[src/rtl/vendor_pkg.sv]
// vendor_multi shared types: coin encodings, coin values in nickels,
// and the controller state enum.
package vendor_pkg;

  localparam logic [1:0] COIN_NICKEL  = 2'd0;
  localparam logic [1:0] COIN_DIME    = 2'd1;
  localparam logic [1:0] COIN_QUARTER = 2'd2;
  localparam logic [1:0] COIN_ILLEGAL = 2'd3;

  localparam logic [2:0] NICKEL_VAL  = 3'd1;
  localparam logic [2:0] DIME_VAL    = 3'd2;
  localparam logic [2:0] QUARTER_VAL = 3'd5;

  typedef enum logic [1:0] {
    IDLE,
    COLLECT,
    VEND,
    CHANGE
  } state_t;

  function automatic logic [2:0] coin_value(
    input logic [1:0] ct
  );
    logic [2:0] v;
    v = 3'd0;
    unique case (ct)
      COIN_NICKEL:  v = NICKEL_VAL;
      COIN_DIME:    v = DIME_VAL;
      COIN_QUARTER: v = QUARTER_VAL;
      default:      v = 3'd0;
    endcase
    return v;
  endfunction

endpackage

[src/rtl/vendor_multi_if.sv]
// Vend and change valid/ready handshakes between the
// vendor_multi controller (master) and dispenser/hopper (slave).
interface vendor_multi_if #(
  parameter int PRODUCT_COUNT = 4
);
  localparam int IDX_W =
    (PRODUCT_COUNT > 1) ? $clog2(PRODUCT_COUNT) : 1;

  logic             vend_valid;
  logic             vend_ready;
  logic [IDX_W-1:0] vend_product;
  logic             change_valid;
  logic             change_ready;
  logic [1:0]       change_coin;

  modport master (
    output vend_valid,
    output vend_product,
    output change_valid,
    output change_coin,
    input  vend_ready,
    input  change_ready
  );

  modport slave (
    input  vend_valid,
    input  vend_product,
    input  change_valid,
    input  change_coin,
    output vend_ready,
    output change_ready
  );

endinterface

[src/rtl/nickels_to_bcd.sv]
// Nickel count to BCD cents: multiply by five, then double-dabble.
// Purely combinational; digits beyond BCD_DIGITS are dropped.
module nickels_to_bcd #(
  parameter int CREDIT_WIDTH = 8,
  parameter int BCD_DIGITS   = 3
) (
  input  logic [CREDIT_WIDTH-1:0] nickels,
  output logic [4*BCD_DIGITS-1:0] bcd
);

  localparam int CW = CREDIT_WIDTH + 3;

  logic [CW-1:0] ext;
  logic [CW-1:0] cents;

  assign ext   = {3'b000, nickels};
  assign cents = (ext << 2) + ext;

  always_comb begin
    bcd = '0;
    for (int i = CW - 1; i >= 0; i--) begin
      for (int d = 0; d < BCD_DIGITS; d++) begin
        if (bcd[4*d +: 4] >= 4'd5) begin
          bcd[4*d +: 4] = bcd[4*d +: 4] + 4'd3;
        end
      end
      bcd = {bcd[4*BCD_DIGITS-2:0], cents[i]};
    end
  end

endmodule

[src/rtl/vendor_multi.sv]
// Multi-product vending controller with binary nickel credit.
// Define VENDOR_MULTI_REFUND_EN to add the cancel/refund input.
module vendor_multi
  import vendor_pkg::*;
#(
  parameter int PRODUCT_COUNT = 4,
  parameter int CREDIT_WIDTH  = 8,
  parameter int CREDIT_MAX    = 20,
  parameter logic [PRODUCT_COUNT*CREDIT_WIDTH-1:0] PRICES =
    {8'd6, 8'd5, 8'd4, 8'd3},
  parameter int BCD_DIGITS    = 3
) (
  input  logic                     clock,
  input  logic                     reset,
  input  logic                     coin_valid,
  input  logic [1:0]               coin_type,
  input  logic [PRODUCT_COUNT-1:0] select,
  input  logic                     vend_request,
`ifdef VENDOR_MULTI_REFUND_EN
  input  logic                     cancel,
`endif
  output logic                     coin_reject,
  output logic                     vend_denied,
  output logic [4*BCD_DIGITS-1:0]  credit_bcd,
  output logic [4*BCD_DIGITS-1:0]  cost_bcd,
  output logic                     busy,
  vendor_multi_if.master           vbus
);

  localparam int IDX_W =
    (PRODUCT_COUNT > 1) ? $clog2(PRODUCT_COUNT) : 1;
  localparam logic [CREDIT_WIDTH:0] MAX_EXT =
    (CREDIT_WIDTH + 1)'(CREDIT_MAX);

  function automatic bit prices_ok();
    for (int i = 0; i < PRODUCT_COUNT; i++) begin
      if (int'(PRICES[i*CREDIT_WIDTH +: CREDIT_WIDTH]) == 0 ||
          int'(PRICES[i*CREDIT_WIDTH +: CREDIT_WIDTH]) > CREDIT_MAX)
        return 1'b0;
    end
    return 1'b1;
  endfunction

  if (CREDIT_MAX * 5 >= 10 ** BCD_DIGITS) begin : g_bcd_err
    $error("CREDIT_MAX does not fit in BCD_DIGITS");
  end
  if (!prices_ok()) begin : g_price_err
    $error("PRICES entry is zero or above CREDIT_MAX");
  end

  state_t                  state, state_n;
  logic [CREDIT_WIDTH-1:0] credit, credit_n;
  logic [CREDIT_WIDTH-1:0] lat_price, price_n;
  logic [IDX_W-1:0]        lat_idx, idx_n;
  logic                    reject_q, reject_n;
  logic                    denied_q, denied_n;

  logic                    sel_ok;
  logic [CREDIT_WIDTH-1:0] sel_price;
  logic [IDX_W-1:0]        sel_idx;
  logic [CREDIT_WIDTH:0]   coin_sum;
  logic [1:0]              chg_coin;
  logic [CREDIT_WIDTH-1:0] chg_val;
  logic                    cancel_hit;
  logic                    coin_block;

`ifdef VENDOR_MULTI_REFUND_EN
  assign cancel_hit = cancel && (state == COLLECT);
  assign coin_block = cancel;
`else
  assign cancel_hit = 1'b0;
  assign coin_block = 1'b0;
`endif

  assign sel_ok = (select != '0) &&
    ((select & (select - PRODUCT_COUNT'(1))) == '0);

  always_comb begin
    sel_price = '0;
    sel_idx   = '0;
    for (int i = 0; i < PRODUCT_COUNT; i++) begin
      if (select[i]) begin
        sel_price = PRICES[i*CREDIT_WIDTH +: CREDIT_WIDTH];
        sel_idx   = IDX_W'(i);
      end
    end
    if (!sel_ok) begin
      sel_price = '0;
      sel_idx   = '0;
    end
  end

  assign coin_sum = {1'b0, credit} +
    (CREDIT_WIDTH + 1)'(coin_value(coin_type));

  // Greedy change: largest coin that does not exceed the credit owed
  always_comb begin
    chg_coin = COIN_NICKEL;
    chg_val  = CREDIT_WIDTH'(NICKEL_VAL);
    if (credit >= CREDIT_WIDTH'(QUARTER_VAL)) begin
      chg_coin = COIN_QUARTER;
      chg_val  = CREDIT_WIDTH'(QUARTER_VAL);
    end else if (credit >= CREDIT_WIDTH'(DIME_VAL)) begin
      chg_coin = COIN_DIME;
      chg_val  = CREDIT_WIDTH'(DIME_VAL);
    end
  end

  always_comb begin
    state_n  = state;
    credit_n = credit;
    price_n  = lat_price;
    idx_n    = lat_idx;
    reject_n = 1'b0;
    denied_n = 1'b0;
    unique case (state)
      IDLE, COLLECT: begin
        if (coin_valid) begin
          if (coin_type == COIN_ILLEGAL || coin_block ||
              coin_sum > MAX_EXT) begin
            reject_n = 1'b1;
          end else begin
            credit_n = coin_sum[CREDIT_WIDTH-1:0];
            state_n  = COLLECT;
          end
        end
        if (cancel_hit) begin
          state_n = CHANGE;
        end
        // A coin or cancel in the same cycle always beats a purchase
        if (vend_request) begin
          if (coin_valid || cancel_hit || !sel_ok ||
              credit < sel_price) begin
            denied_n = 1'b1;
          end else begin
            price_n = sel_price;
            idx_n   = sel_idx;
            state_n = VEND;
          end
        end
      end
      VEND: begin
        reject_n = coin_valid;
        if (vbus.vend_ready) begin
          credit_n = credit - lat_price;
          state_n  = (credit == lat_price) ? IDLE : CHANGE;
        end
      end
      CHANGE: begin
        reject_n = coin_valid;
        if (vbus.change_ready) begin
          credit_n = credit - chg_val;
          if (credit == chg_val) begin
            state_n = IDLE;
          end
        end
      end
      default: state_n = IDLE;
    endcase
  end

  always_ff @(posedge clock or negedge reset) begin
    if (!reset) begin
      state     <= IDLE;
      credit    <= '0;
      lat_price <= '0;
      lat_idx   <= '0;
      reject_q  <= 1'b0;
      denied_q  <= 1'b0;
    end else begin
      state     <= state_n;
      credit    <= credit_n;
      lat_price <= price_n;
      lat_idx   <= idx_n;
      reject_q  <= reject_n;
      denied_q  <= denied_n;
    end
  end

  assign coin_reject       = reject_q;
  assign vend_denied       = denied_q;
  assign busy              = (state == VEND) || (state == CHANGE);
  assign vbus.vend_valid   = (state == VEND);
  assign vbus.vend_product = lat_idx;
  assign vbus.change_valid = (state == CHANGE);
  assign vbus.change_coin  = chg_coin;

  nickels_to_bcd #(
    .CREDIT_WIDTH(CREDIT_WIDTH),
    .BCD_DIGITS  (BCD_DIGITS)
  ) u_credit_bcd (
    .nickels(credit),
    .bcd    (credit_bcd)
  );

  nickels_to_bcd #(
    .CREDIT_WIDTH(CREDIT_WIDTH),
    .BCD_DIGITS  (BCD_DIGITS)
  ) u_cost_bcd (
    .nickels(sel_price),
    .bcd    (cost_bcd)
  );

endmodule
[src/flat_wrapper.sv]
// flat-port wrapper written by rule: the top's interface ports become plain ports
module vendor_multi_flat import vendor_pkg::*;
#(
  parameter int PRODUCT_COUNT = 4,
  parameter int CREDIT_WIDTH  = 8,
  parameter int CREDIT_MAX    = 20,
  parameter logic [PRODUCT_COUNT*CREDIT_WIDTH-1:0] PRICES =
    {8'd6, 8'd5, 8'd4, 8'd3},
  parameter int BCD_DIGITS    = 3
)
  (clock, reset, coin_valid, coin_type, select, vend_request, coin_reject, vend_denied, credit_bcd, cost_bcd, busy, vbus_vend_valid, vbus_vend_product, vbus_change_valid, vbus_change_coin, vbus_vend_ready, vbus_change_ready);
  vendor_multi_if #(.PRODUCT_COUNT(PRODUCT_COUNT)) vbus_i ();
  input  logic clock;
  input  logic reset;
  input  logic coin_valid;
  input  logic [1:0] coin_type;
  input  logic [PRODUCT_COUNT-1:0] select;
  input  logic vend_request;
  output logic coin_reject;
  output logic vend_denied;
  output logic [4*BCD_DIGITS-1:0] credit_bcd;
  output logic [4*BCD_DIGITS-1:0] cost_bcd;
  output logic busy;
  output wire logic [$bits(vbus_i.vend_valid)-1:0] vbus_vend_valid;
  output wire logic [$bits(vbus_i.vend_product)-1:0] vbus_vend_product;
  output wire logic [$bits(vbus_i.change_valid)-1:0] vbus_change_valid;
  output wire logic [$bits(vbus_i.change_coin)-1:0] vbus_change_coin;
  input wire logic [$bits(vbus_i.vend_ready)-1:0] vbus_vend_ready;
  input wire logic [$bits(vbus_i.change_ready)-1:0] vbus_change_ready;
  assign vbus_vend_valid = vbus_i.vend_valid;
  assign vbus_vend_product = vbus_i.vend_product;
  assign vbus_change_valid = vbus_i.change_valid;
  assign vbus_change_coin = vbus_i.change_coin;
  assign vbus_i.vend_ready = vbus_vend_ready;
  assign vbus_i.change_ready = vbus_change_ready;
  vendor_multi #(.PRODUCT_COUNT(PRODUCT_COUNT), .CREDIT_WIDTH(CREDIT_WIDTH), .CREDIT_MAX(CREDIT_MAX), .PRICES(PRICES), .BCD_DIGITS(BCD_DIGITS)) u_core (.clock(clock), .reset(reset), .coin_valid(coin_valid), .coin_type(coin_type), .select(select), .vend_request(vend_request), .coin_reject(coin_reject), .vend_denied(vend_denied), .credit_bcd(credit_bcd), .cost_bcd(cost_bcd), .busy(busy), .vbus(vbus_i));
endmodule
[config.mk]
export PLATFORM = sky130hd
export DESIGN_NAME = vendor_multi_flat
export DESIGN_NICKNAME = d
export VERILOG_FILES = /design/src/rtl/vendor_pkg.sv /design/src/rtl/vendor_multi_if.sv /design/src/rtl/nickels_to_bcd.sv /design/src/rtl/vendor_multi.sv /design/src/flat_wrapper.sv
export SDC_FILE = /design/constraint.sdc
export NUM_CORES = 1
export LEC_CHECK = 0
export BUFFER_PORTS_ARGS = -buffer_cell sky130_fd_sc_hd__buf_2
export CAP_MARGIN = 20
export CORE_MARGIN = 1.5
export CORE_UTILIZATION = 35
export DETAILED_ROUTE_END_ITERATION = 10
export PLACE_DENSITY = 0.63
export SETUP_SLACK_MARGIN = 0.05
export SYNTH_ARGS = -nofsm -noshare
export SYNTH_HDL_FRONTEND = slang
export SYNTH_SLANG_ARGS = --single-unit
[constraint.sdc]
create_clock -name clock -period 13.5 [get_ports clock]
set_input_delay 2.025 -clock clock [delete_from_list [all_inputs] [get_ports clock]]
set_output_delay 2.025 -clock clock [all_outputs]
set_load 0.1 [all_outputs]
Yosys cells after proc, flatten, opt, wreduce, memory -nomap -nowiden

Index checks and enable logic that the tools add are counted.
W data, S select, Z words.

Multiplexer cells: 64
Order comparisons: 34
Equal/unequal tests: 13
$add $sub $neg: 36
Bitwise operators: 2
Reductions and logical operators: 15

Operators by type and width:

| cell                  | count |
|---|---|
| $mux W4               | 26 |
| $ge A4 B3 Y1 const B  | 24 |
| $add A4 B2 Y4 const B | 22 |
| $mux W8               | 9 |
| $mux W2               | 14 |
| $pmux W8 S3           | 1 |
| $add A10 B8 Y11       | 2 |
| $ge A3 B3 Y1 const B  | 6 |
| $add A3 B2 Y4 const B | 4 |
| $eq A8 B8 Y1          | 2 |
| $sub A8 B8 Y8         | 2 |
| $add A3 B2 Y3 const B | 4 |
| $mux W3               | 4 |
| $add A8 B3 Y9         | 1 |
| $gt A9 B5 Y1 const B  | 1 |
| $pmux W3 S3           | 1 |
| $eq A2 B2 Y1 const B  | 4 |
| $ge A8 B2 Y1 const B  | 1 |
| $ge A8 B3 Y1 const B  | 1 |
| $lt A8 B8 Y1          | 1 |
| $mux W1               | 7 |
| $ne A2 B1 Y1 const B  | 3 |
| $pmux W2 S3           | 1 |
| $reduce_and A3 Y1     | 2 |
| 14 further kinds      | 21 |

Register bits: 22
Output and inout bits: 33

Logic depth before layout (Yosys ltp)

Depth after elaboration: 22
Depth in mapped cells: 47
Mapped depth without buffers: 45

Cells and area by module

A second synthesis with hierarchy kept.

Cells, all modules: 852
Area total of the unflattened synthesis: 6,457.4 um2

Modules (own cells, without submodules):

| module                               | area an instance (um2) | cells an instance | instances | seq. area each (um2) |
|---|---|---|---|---|
| nickels_to_bcd (u_core.u_credit_bcd) | 2,603.7                | 363               | 1         | 0.0 |
| nickels_to_bcd (u_core.u_cost_bcd)   | 2,312.2                | 315               | 1         | 0.0 |
| vendor_multi                         | 1,541.5                | 174               | 1         | 425.4 |

Least setup slack after synthesis

OpenSTA, ideal clock, no wires.

Path kind: register -> output
Start: reg u_core.credit[2]
End: out credit_bcd[10]
Data required time: 11.475 ns
Slack: 1.428 ns
Buffers on the path: 1
Stages on the path, launching flop included: 47
Arrival: 10.047 ns
Cell sequence: dfrtp_1 > ha_1 > fa_1 > a211oi_2 > nor2_1 > o311a_1 > inv_1 > ha_1 > o21bai_1 > and2_1 > ha_1 > nor2b_1 > buf_2 > o211ai_1 > nor3_1 > or3_4 > a211oi_2 > inv_1 > [... 11 more ...] > ha_1 > nand2b_1 > nand2_1 > mux2i_2 > o21ai_1 > xnor2_1 > inv_1 > ha_1 > a21o_1 > nand3_1 > o21a_1 > ha_1 > nand2b_1 > a21oi_1 > nand2_1 > o22ai_1 > nor2_1 > a21oi_1

Cells in the longest elaborated chain, start to end: 17
Elaborated cells between the ends (all ways): 37
Classes of those cells: add/sub (13); order compare (12); mux (12)

RTL lines:

| item                                          | line                                       | source |
|---|---|---|
| start, declared                               | vendor_multi.sv:52                         | `logic [CREDIT_WIDTH-1:0] credit, credit_n;` |
| start signal, assigned                        | vendor_multi.sv:172                        | `credit <= credit_n;` |
| $add A10 B8 Y11 *                             | nickels_to_bcd.sv:17                       | `assign cents = (ext << 2) + ext;` |
| $add A3 B2 Y4 or $ge A3 B3 Y1 (tied branches) | nickels_to_bcd.sv:24, nickels_to_bcd.sv:23 |  |
| $mux W4                                       | nickels_to_bcd.sv:23                       | `if (bcd[4*d +: 4] >= 4'd5) begin` |
| $add A4 B2 Y4 or $ge A4 B3 Y1 (tied branches) | nickels_to_bcd.sv:24, nickels_to_bcd.sv:23 |  |
| $mux W4                                       | nickels_to_bcd.sv:23                       |  |
| $add A4 B2 Y4 or $ge A4 B3 Y1 (tied branches) | nickels_to_bcd.sv:24, nickels_to_bcd.sv:23 |  |
| $mux W4                                       | nickels_to_bcd.sv:23                       |  |
| $add A4 B2 Y4, or another cell as far along   | nickels_to_bcd.sv:24                       | `bcd[4*d +: 4] = bcd[4*d +: 4] + 4'd3;` |
| $mux W4                                       | nickels_to_bcd.sv:23                       |  |
| $add A4 B2 Y4 or $ge A4 B3 Y1 (tied branches) | nickels_to_bcd.sv:24, nickels_to_bcd.sv:23 |  |
| $mux W4                                       | nickels_to_bcd.sv:23                       |  |
| $add A4 B2 Y4 or $ge A4 B3 Y1 (tied branches) | nickels_to_bcd.sv:24, nickels_to_bcd.sv:23 |  |
| $mux W4                                       | nickels_to_bcd.sv:23                       |  |
| $add A4 B2 Y4, or another cell as far along   | nickels_to_bcd.sv:24                       |  |
| $mux W4 or $mux W3 (tied branches)            | nickels_to_bcd.sv:23                       |  |
| $ge A4 B3 Y1 or $add A3 B2 Y3 (tied branches) | nickels_to_bcd.sv:23, nickels_to_bcd.sv:24 |  |
| $mux W3 *                                     | nickels_to_bcd.sv:23                       |  |
| end, declared                                 | flat_wrapper.sv:21                         | `output logic [4*BCD_DIGITS-1:0] credit_bcd;` |

Mark *: on every way between the ends. The rest lies on a longest branch, timed or not.

Worst setup path in the final report

Same ends and word-level chain as after synthesis.

==> impl_metrics.csv <==
group,metric,value,unit
routing,wl,10.2,mm
sta,clock_skew,0.00338,ns
global_routing,overflow,0,
synth,synth_seq_cells,17,
worst_setup_path,arrival,10.46,ns
sta,slew-limit-headroom,0.400,
outcome,status,"finished, final reports clean",
clock_tree,clkSlewWorstSetupHoldPaths,0.06,ns
clock_tree,cts_tree,"yes",
routing,vias,4108,
worst_setup_path,worst_ep_required_time,11.48,ns
worst_setup_path,path_class,"register to primary output",
clock_tree,postCtsHoldBufs,0,
worst_setup_path,path_max_fanout,10,
sta,fin_crit,12.49,ns
routing,vias_per_cell,5.75,
synth,synthFlopType,"dfrtp_1",
sta,hold_violations,0,
routing,ant_nets,0,
synth,synth-edff-count,0,
synth,synth_area,4210,µm²
hold_path,min_path_type,"register to register",
worst_setup_path,critPathSlowestCell,"dfrtp_1",
sta,period_share,0.925,
clock_tree,cts-htree-levels,1,
routing,drc,0,
floorplanning,die-area,12700,µm²
floorplanning,fp.dieH,113,µm
finish,n_antenna_cell,0,
synth,synth_cell_types,90,
synth,ys_warn_count,0,
worst_setup_path,slowest_delay,0.52,ns
finish,layout_common_cells,"43 x inv_1, 41 x nand2_1, 41 x ha_1",
clock_tree,clock_sinks,17,
routing,routedWlPerCell,14.3,µm
finish,drive_above_1_share,0.173,
sta,finalSetupViolCount,0,
global_routing,grt_pass1_wl,17.8,mm
clock_tree,root_buffer,"clkbuf_16",
global_routing,grt_antenna_before_repair,0,
synth,ys_seq_area_frac,0.101,
worst_setup_path,endpoint_kind,"primary output",
global_routing,grt_pass1_vias,3941,
synth,synth_async_sr_flop_share,1.00,
placement,routabilityCongestion,0.937,
global_routing,grtUsageTotal,0.162,
routing,drtPass1Iterations,4,
floorplanning,rows,39,
clock_tree,post_cts_buffers,0,
sta,grt_setup_unrepaired,"false",
sta,fmax,80.1,MHz
sta,slew_violations,0,
floorplanning,initial_core_util,0.364,
finish,layout_commonest_cell,"inv_1",
flow_run,cap_viol_max_count,0,
clock_tree,clk_latency,0.25,ns
synth,netlist_instances,549,
global_routing,grt_start_max_net_pins,22,
placement,port_buffers,38,
clock_tree,clk_path_buf_depth,2,
clock_tree,cts_buffers,3,
worst_setup_path,start_kind,"register",
worst_setup_path,cpMostUsedCell,"ha_1",
finish,layout.nets,631,
placement,hpwl,8.11,mm
sta,finalSetupTns,0,ns
floorplanning,fp.dieW,113,µm
finish,syn_to_final_growth,9.01,%
sta,worst_pin_slew,0.900,ns
routing,drt_iter0_markers,247,
floorplanning,fp.coreArea,11600,µm²
floorplanning,ios,45,
synth,synth_area_per_cell,7.66,µm²
[timing repair]
item,CTS,global route
resized for setup,0,11
setup endpoints to repair,0,11
hold endpoints to repair,0,0
[cell type report]
cell class	count	area, µm²
clock buffers	3	75.1
clock inverters	1	7.51
inverters	47	176
repair buffers	38	195
well taps	143	179
multi-input cells	466	3520
fillers	1184	6980
flip-flops and latches	17	429
[per-stage QoR]
stage	area (µm²)	worst slack [ns]	util	instances	hold WS (ns)
2_1_floorplan	4230	1.43	-	554	0.485
3_3_place_gp	4470	1.38	0.386	711	0.514
3_5_place_dp	4470	0.743	0.386	711	0.521
4_1_cts	4550	0.390	0.393	715	0.533
5_1_grt	4590	0.123	0.397	715	0.553
6_report	4590	1.01	0.397	715	0.527
[Yosys cell counts (3+ instances only)]
library cell / instances / area, µm²
a211oi_1: 7 / 52.6
a21o_1: 12 / 90.1
a21oi_1: 26 / 130
a31oi_1: 10 / 62.6
and2_1: 5 / 31.3
and3_1: 4 / 25.0
buf_4: 10 / 75.1
clkbuf_1: 12 / 45.0
dfrtp_1: 17 / 425
fa_1: 4 / 80.1
ha_1: 42 / 526
inv_1: 43 / 161
inv_2: 3 / 11.3
mux2_2: 4 / 45.0
mux2i_1: 12 / 120
mux2i_4: 3 / 67.6
nand2_1: 41 / 154
nand2b_1: 15 / 93.8
nand3_1: 16 / 80.1
nand3b_1: 5 / 37.5
nand4_1: 6 / 37.5
nor2_1: 40 / 150
nor2b_1: 19 / 119
nor3_1: 14 / 70.1
nor3b_1: 4 / 30.0
nor4_1: 3 / 18.8
o2111ai_1: 3 / 26.3
o211a_1: 3 / 30.0
o211ai_1: 8 / 60.1
o21a_1: 8 / 60.1
o21ai_0: 27 / 135
o21ai_1: 8 / 40.0
o21ai_2: 3 / 26.3
o21bai_1: 4 / 30.0
o22ai_1: 5 / 31.3
o31ai_1: 5 / 37.5
or2_2: 4 / 25.0
or3_1: 4 / 25.0
xnor2_1: 16 / 140
xor2_1: 9 / 78.8
[routing by layer]
| metal | GRT usage | vias up | share of wire |
|---|---|---|---|
| met5 | 0 | - | 0 |
| met4 | 0.0371 | 0 | 0.017 |
| met3 | 0.00756 | 19 | 0.028 |
| met2 | 0.302 | 84 | 0.51 |
| met1 | 0.206 | 1951 | 0.45 |
| li1 | - | 2054 | - |
[path summary, 6_finish.rpt]
path                                     start                   to  slack [ns]  depth (start not counted)
setup reg to reg              u_core.credit[6]     u_core.credit[5]        9.87                         12
min in group asynchronous                reset     u_core.credit[2]        1.70                          1
max in group asynchronous                reset     u_core.credit[7]       11.49                          1
hold reg to reg            u_core.lat_price[0]  u_core.lat_price[0]        0.53                          1
setup / recovery              u_core.credit[2]       credit_bcd[10]        1.01                         46
hold / removal             u_core.lat_price[0]  u_core.lat_price[0]        0.53                          1
[cells by family after synthesis]
group | count (synthesis) | share of synthesized area
compound gates | 171 | 0.305
mux | 22 | 0.0654
fa+ha+maj | 46 | 0.144
simple gates | 195 | 0.253
flops | 17 | 0.101
buf+inv | 71 | 0.0728
xor+xnor | 26 | 0.0586
other cells | 1 | 0.000891
[sequential cells by signal, indices dropped and copies added, names as in the netlist]
| name | flops |
|---|---|
| u_core.vend_denied | 1 |
| u_core.coin_reject | 1 |
| u_core.credit | 8 |
| u_core.state | 2 |
| u_core.vbus.vend_product | 2 |
| u_core.lat_price | 3 |
[worst max-delay path, delay by kind of cell, from the launching register on]
| kind | cells | cell delay [ns] |
|---|---|---|
| AOI/OAI and AO/OA | 14 | 3.51 |
| buffers and inverters | 7 | 1.00 |
| muxes | 1 | 0.27 |
| and+or+nand+nor | 12 | 1.90 |
| adders and majority gates | 8 | 2.17 |
| xor gates and xnor gates | 4 | 0.83 |
| DFF | 1 | 0.52 |
Power is not shown: default switching activity piles up to over one toggle a cycle in this logic, so the estimate is an artifact.
